<file path="config.mk">
export PLATFORM = sky130hd
export DESIGN_NAME = timer_bank
export DESIGN_NICKNAME = d
export VERILOG_FILES = /design/src/rtl/timer_pkg.sv /design/src/rtl/timer_channel.sv /design/src/rtl/timer_bank.sv
export SDC_FILE = /design/constraint.sdc
export NUM_CORES = 1
export LEC_CHECK = 0
export ABC_AREA = 1
export CAP_MARGIN = 20
export CORE_ASPECT_RATIO = 1.1
export CORE_MARGIN = 1.5
export CORE_UTILIZATION = 30
export CTS_CLUSTER_SIZE = 14
export DETAILED_ROUTE_END_ITERATION = 16
export PLACE_DENSITY = 0.51
export SLEW_MARGIN = 30
export SYNTH_ARGS = -nofsm -noshare
export SYNTH_HDL_FRONTEND = slang
export SYNTH_SLANG_ARGS = --single-unit
</file>
<file path="constraint.sdc">
create_clock -name clk -period 10.4 [get_ports clk]
set_input_delay 1.04 -clock clk [delete_from_list [all_inputs] [get_ports clk]]
set_output_delay 1.04 -clock clk [all_outputs]
set_load 0.01 [all_outputs]
</file>
<file path="src/rtl/timer_pkg.sv">
// Shared register-map indices, CTRL bit positions and the CTRL record type
// used by the timer_bank slice.
package timer_pkg;

    localparam logic [1:0] REG_CTRL   = 2'd0;
    localparam logic [1:0] REG_LIMIT  = 2'd1;
    localparam logic [1:0] REG_COUNT  = 2'd2;
    localparam logic [1:0] REG_STATUS = 2'd3;

    localparam int unsigned CTRL_EN_BIT       = 0;
    localparam int unsigned CTRL_PERIODIC_BIT = 1;
    localparam int unsigned CTRL_IRQ_EN_BIT   = 2;

    typedef struct packed {
        logic irq_en;
        logic periodic;
        logic en;
    } timer_ctrl_t;

endpackage

</file>
<file path="src/rtl/timer_channel.sv">
// One timer channel: up-counter with >= limit compare, one-shot/periodic
// reload and a sticky write-1-to-clear pending flag.
module timer_channel
    import timer_pkg::*;
#(
    parameter int unsigned CNT_W     = 32,
    parameter int unsigned RST_LIMIT = 10000
) (
    input  logic             clk,
    input  logic             rst,
    input  logic             tick,
    input  logic             ctrl_we,
    input  logic             limit_we,
    input  logic             count_we,
    input  logic             status_we,
    input  logic [31:0]      wdata,
    output logic [CNT_W-1:0] count,
    output logic [CNT_W-1:0] limit,
    output logic             pending,
    output timer_ctrl_t      ctrl
);

    logic fire;

    assign fire = tick && ctrl.en && (count >= limit);

    always_ff @(posedge clk or posedge rst) begin
        if (rst) begin
            ctrl    <= '0;
            limit   <= CNT_W'(RST_LIMIT);
            count   <= '0;
            pending <= 1'b0;
        end else begin
            if (tick && ctrl.en) begin
                if (fire) begin
                    count <= '0;
                    if (!ctrl.periodic) begin
                        ctrl.en <= 1'b0;
                    end
                end else begin
                    count <= count + CNT_W'(1);
                end
            end
            // Later assignments win: hardware set beats W1C, software writes beat tick updates.
            if (status_we && wdata[0]) begin
                pending <= 1'b0;
            end
            if (fire) begin
                pending <= 1'b1;
            end
            if (count_we) begin
                count <= wdata[CNT_W-1:0];
            end
            if (ctrl_we) begin
                ctrl.en       <= wdata[CTRL_EN_BIT];
                ctrl.periodic <= wdata[CTRL_PERIODIC_BIT];
                ctrl.irq_en   <= wdata[CTRL_IRQ_EN_BIT];
            end
            if (limit_we) begin
                limit <= wdata[CNT_W-1:0];
            end
        end
    end

endmodule

</file>
<file path="src/rtl/timer_bank.sv">
// NUM_CH-channel memory-mapped timer bank with per-channel and aggregated IRQs.
// Optional shared tick prescaler enabled by defining TIMER_PRESCALE_EN.
module timer_bank
    import timer_pkg::*;
#(
    parameter int unsigned NUM_CH       = 4,
    parameter int unsigned CNT_W        = 32,
    parameter int unsigned RST_LIMIT    = 10000,
    parameter int unsigned PRESCALE_DIV = 1
) (
    input  logic                        clk,
    input  logic                        rst,
    input  logic                        req,
    input  logic                        we,
    input  logic [$clog2(NUM_CH)+1:0]   addr,
    input  logic [31:0]                 wdata,
    output logic [31:0]                 rdata,
    output logic [NUM_CH-1:0]           timer_irq,
    output logic                        timer_interrupt
);

    localparam int unsigned AW = $clog2(NUM_CH) + 2;

    logic [4:0]       ch_idx;
    logic [1:0]       reg_sel;
    logic             tick;
    logic [31:0]      rd_val;
    logic [NUM_CH-1:0] ctrl_we, limit_we, count_we, status_we, pending;
    logic [CNT_W-1:0] count_a [NUM_CH];
    logic [CNT_W-1:0] limit_a [NUM_CH];
    timer_ctrl_t      ctrl_a  [NUM_CH];

    assign reg_sel = addr[1:0];

    if (AW > 2) begin : g_idx
        assign ch_idx = 5'(addr[AW-1:2]);
    end else begin : g_idx_single
        assign ch_idx = '0;
    end

`ifdef TIMER_PRESCALE_EN
    localparam int unsigned PW = (PRESCALE_DIV > 1) ? $clog2(PRESCALE_DIV) : 1;

    logic [PW-1:0] pre_cnt;

    assign tick = (pre_cnt == PW'(PRESCALE_DIV - 1));

    always_ff @(posedge clk or posedge rst) begin
        if (rst) begin
            pre_cnt <= '0;
        end else if (tick) begin
            pre_cnt <= '0;
        end else begin
            pre_cnt <= pre_cnt + PW'(1);
        end
    end
`else
    assign tick = 1'b1;
`endif

    // Indices that match no channel produce no strobe, so out-of-range writes vanish.
    always_comb begin
        ctrl_we   = '0;
        limit_we  = '0;
        count_we  = '0;
        status_we = '0;
        for (int unsigned i = 0; i < NUM_CH; i++) begin
            ctrl_we[i]   = req && we && (ch_idx == 5'(i)) && (reg_sel == REG_CTRL);
            limit_we[i]  = req && we && (ch_idx == 5'(i)) && (reg_sel == REG_LIMIT);
            count_we[i]  = req && we && (ch_idx == 5'(i)) && (reg_sel == REG_COUNT);
            status_we[i] = req && we && (ch_idx == 5'(i)) && (reg_sel == REG_STATUS);
        end
    end

    for (genvar g = 0; g < NUM_CH; g++) begin : g_ch
        timer_channel #(
            .CNT_W     (CNT_W),
            .RST_LIMIT (RST_LIMIT)
        ) u_channel (
            .clk       (clk),
            .rst       (rst),
            .tick      (tick),
            .ctrl_we   (ctrl_we[g]),
            .limit_we  (limit_we[g]),
            .count_we  (count_we[g]),
            .status_we (status_we[g]),
            .wdata     (wdata),
            .count     (count_a[g]),
            .limit     (limit_a[g]),
            .pending   (pending[g]),
            .ctrl      (ctrl_a[g])
        );
    end

    always_comb begin
        rd_val = '0;
        for (int unsigned i = 0; i < NUM_CH; i++) begin
            if (ch_idx == 5'(i)) begin
                case (reg_sel)
                    REG_CTRL:   rd_val = {29'b0, ctrl_a[i]};
                    REG_LIMIT:  rd_val = 32'(limit_a[i]);
                    REG_COUNT:  rd_val = 32'(count_a[i]);
                    default:    rd_val = {31'b0, pending[i]};
                endcase
            end
        end
    end

    always_ff @(posedge clk or posedge rst) begin
        if (rst) begin
            rdata <= '0;
        end else if (req && !we) begin
            rdata <= rd_val;
        end
    end

    always_comb begin
        timer_irq = '0;
        for (int unsigned i = 0; i < NUM_CH; i++) begin
            timer_irq[i] = pending[i] && ctrl_a[i].irq_en;
        end
    end

    assign timer_interrupt = |timer_irq;

endmodule

</file>
==> results list <==
* Overall global routing resource usage: 23.8%
* Standard-cell rows: 103
- Remaining number of nets flagged by the antenna check after routing: 0
- Number of endpoints failing setup at the final stage: 0
- Iteration-0 DRC Markers: roughly 2.1k
* Number of buffers on the longest clock path: 3
* Data arrival time of the critical path: between 4 and 5 ns
- Post-layout instance count excluding filler cells: between 4k and 5k
- Sequential fraction of the synthesis area: between 30% and 40%
* Post-CTS Setup Repair Bufs: 0
* DP HPWL: approximately 66 mm
* Setup total negative slack: 0 ns
- Sorting the synthesized cells by how often they occur yields sky130_fd_sc_hd__nand2_1 (808), sky130_fd_sc_hd__inv_1 (557), sky130_fd_sc_hd__dfrtp_1 (284).
- The average instance in the mapped netlist occupies 6.85 um2.
- The number of antenna violations at the first check in global routing was 4.
- Hold Worst Slack: 0.480 ns
- The final layout contains routed wiring with a total length of approximately 90 mm.
* Area share of the leading cell type in the synthesized netlist: about a third
* Critical path origin: addr[3]
* Post-Place Cells: 4105
- The startpoint identified for the worst register-to-register timing path is g_ch[2].u_channel.limit[4].
- Global routing finished with a remaining overflow of 0.
* Run status: finished, final reports clean
- Average via count per standard cell: 5.22
* FF+latch count, synth: between 300 and 400
* First-pass iteration count of the detailed router: 7
- Crit path required time: 10.85 ns
- After synthesis, the netlist uses 42 different library cells.
* Slew @ Worst Pin: approximately 0.99 ns
* Highest net fanout along the worst path: 34
* Core area: approximately 72000 um2
* Final design utilization: between 30 and 40%
- Clock tree synthesis found a total of around 300 sinks.
* Cell depth of the worst min-delay path: 2
* Tmin final: between 4 and 5 ns
* Sum of internal, switching and leakage power: 6.21 mW
* Max Clock Skew: roughly 0.014 ns
* Final hold viol count: 0
- By instance count, the leading cell after synthesis is sky130_fd_sc_hd__nand2_1.
- The die is 261 um wide.
- Post-placement setup slack: 5.47 ns
- Standard cell area after detailed placement: roughly 23000 um2
- Dividing total power by cell area gives a power density of 249 nW/um2.
- Final design area excluding fillers: 24900 um2
- Number of input and output port buffers inserted: 76
* Area of all sequential standard cells: 7630 um2
- Counting flops with an async set or reset pin after synthesis yields a share of 100%.
- In the final routed layout, each cell accounts on average for about 21 um.
* R2r endpoint: g_ch[2].u_channel.count[23]
- The multi-input combinational cells in the finished layout cover a total of ~12000 um2.
* Unrepaired setup endpoints after global routing: false
- Total clock buffers created by CTS: 40
- For this run, the leading register cell type out of synthesis is sky130_fd_sc_hd__dfrtp_1.
- The number of nets handed over by synthesis was approximately 3.4k.
- I/O Pins: slightly below 80
* Synth-to-layout area growth: 13.6%
- The first global-routing pass estimated 134 mm of wire.
- Area leader, netlist: sky130_fd_sc_hd__dfrtp_1
- Register-to-register setup slack: 7.83 ns
- Count of vias placed by the detailed router: ~22k
- The most critical setup path has its endpoint at g_ch[0].u_channel.count[15].
* Die outline height: around 290 um
- STA classifies the critical path endpoint as a flop.
- The count of final max-slew check failures is 0.
- Synthesized instance count: around 3.2k
- Measured in cells, the most critical reg-to-reg path has a length of 15.
* Highest clock rate: 0.227 GHz
- Proportion of layout cells with a drive suffix above 1: 4.98%
- The number of global-route vias before repair is 20.8k.
* Hold buffer count at CTS: 0
- Worst min-delay path class: flop to flop
- For this configuration, the core starts out at a cell density of a little under a third.
* TritonCTS clock tree: yes
- Post-route clock period utilization: between 40% and 50%
- The mapped netlist covers approximately 22000 um2.
* Number of H-tree levels: 2
- Total Die Area: 74700 um2
- Worst skew pair latency: ~0.57 ns
- # DRC: 0
* Synth Warn #: 0
* Gp weighted congestion: about 0.94
- Headroom to the max-slew limit came out at 33.6%.
- The tree is rooted in a sky130_fd_sc_hd__clkbuf_16.
* Post-layout worst setup margin: 5.99 ns
- After the last flow step, the layout net total stands at approximately 3.4k.
- Synth top area cells: sky130_fd_sc_hd__dfrtp_1 (32%), sky130_fd_sc_hd__nand2_1 (14%), sky130_fd_sc_hd__inv_1 (9.5%), sky130_fd_sc_hd__ha_1 (7.5%), sky130_fd_sc_hd__o22ai_1 (6.5%)
* Number of fillers in the final layout: 7789
- Static leakage: 11.9 nW
- The worst-case IR drop observed on VDD is 101 uV.
* Clock-pin slew on the worst setup and hold paths: 0.06 ns
* Max-Cap Viols: 0
- Entering global routing, the biggest net connects about 150 pins.
- STA classifies the critical path startpoint as an input port.
- By startpoint and endpoint, the worst setup path is classified as input port to flop.
- After clock tree synthesis, the repair step resized 0 gates.
- Yosys mapped a number of flops with a built-in enable equal to 0.
==> kinds of logic (layout without fill, tap and decap cells) <==
| family | after synthesis | after routing | synth area share [%] |
|---|---|---|---|
| AND/OR/NAND/NOR | 1402 | 1402 | 27.5 |
| buffers and inverters | 703 | 740 | 12.5 |
| AO/OA/AOI/OAI | 625 | 625 | 16.4 |
| flip-flops | 304 | 304 | 34.8 |
| adder cells (fa/ha/maj) | 132 | 132 | 7.54 |
| XOR/XNOR | 31 | 31 | 1.24 |
| other | 0 | 2 | 0 |
==> layout make-up <==
type	instances	area share, %
Multi-Input combinational cell	2190	46.4
Sequential cell	304	30.7
Inverter	569	8.63
Tap cell	945	4.75
Clock buffer	57	4.69
Timing Repair Buffer	99	3.98
Clock inverter	15	0.839
Antenna cell	2	0.0201
==> routing by layer <==
metal | up-vias | track usage [%] | part of all wire [%]
li1 | 10500 | - | -
met1 | 10400 | 31.7 | 44
met2 | 744 | 39.2 | 47
met3 | 161 | 2.95 | 5.5
met4 | 2 | 9.02 | 4.1
met5 | - | 0 | 0.015
==> critical path: stages <==
cell and delay (ns):
sky130_fd_sc_hd__clkdlybuf4s50_1 0.77, sky130_fd_sc_hd__nor2_4 0.77, sky130_fd_sc_hd__inv_1 0.40, sky130_fd_sc_hd__nor2_2 0.28, sky130_fd_sc_hd__nand2_2 0.47, sky130_fd_sc_hd__nand2_2 0.79, sky130_fd_sc_hd__o22ai_1 0.15, sky130_fd_sc_hd__inv_1 0.09
sky130_fd_sc_hd__nand2_1 0.05
==> report_power, final <==
group / switching (mW) / internal (mW)
sequential: 0.496 / 1.56
clock: 0.582 / 0.904
combinational: 1.74 / 0.922
total: 2.82 / 3.39
==> worst min path at each step <==
stage | startpoint | to | slack [ns]
after global routing | g_ch[0].u_channel.limit[9] | g_ch[0].u_channel.limit[9] | 0.50
final | g_ch[3].u_channel.limit[5] | g_ch[3].u_channel.limit[5] | 0.48
after detailed placement | g_ch[0].u_channel.limit[27] | g_ch[0].u_channel.limit[27] | 0.47
after global placement | g_ch[0].u_channel.limit[27] | g_ch[0].u_channel.limit[27] | 0.47
after floorplan | g_ch[0].u_channel.limit[14] | g_ch[0].u_channel.limit[14] | 0.45
after CTS | g_ch[3].u_channel.limit[1] | g_ch[3].u_channel.limit[1] | 0.49
==> sequential cells by signal (all words and copies together) (netlist names) <==
| signal | count |
|---|---|
| rdata | 32 |
| g_ch.u_channel.pending | 4 |
| g_ch.u_channel.count | 128 |
| g_ch.u_channel.ctrl | 12 |
| g_ch.u_channel.limit | 128 |
==> cells in the final DEF, fill, tap and decap left out, drive strengths merged, types with 3 or more instances in the layout <==
cell           instances
xor2                  31
ha                   132
clkdlybuf4s50         76
dfrtp                284
o21ai                222
a31oi                  5
nor3                  65
a21o                   6
nand3                157
clkinv                10
o221ai                15
nor4                   4
a41oi                  6
bufinv                 5
a22oi                  8
inv                  567
clkbuf                57
a21oi                118
o22ai                229
o21bai                 3
nand4                111
nor2                 248
buf                   23
o21a                   7
nand2                814
dfstp                 20
Power figures use the tool's default switching activity.
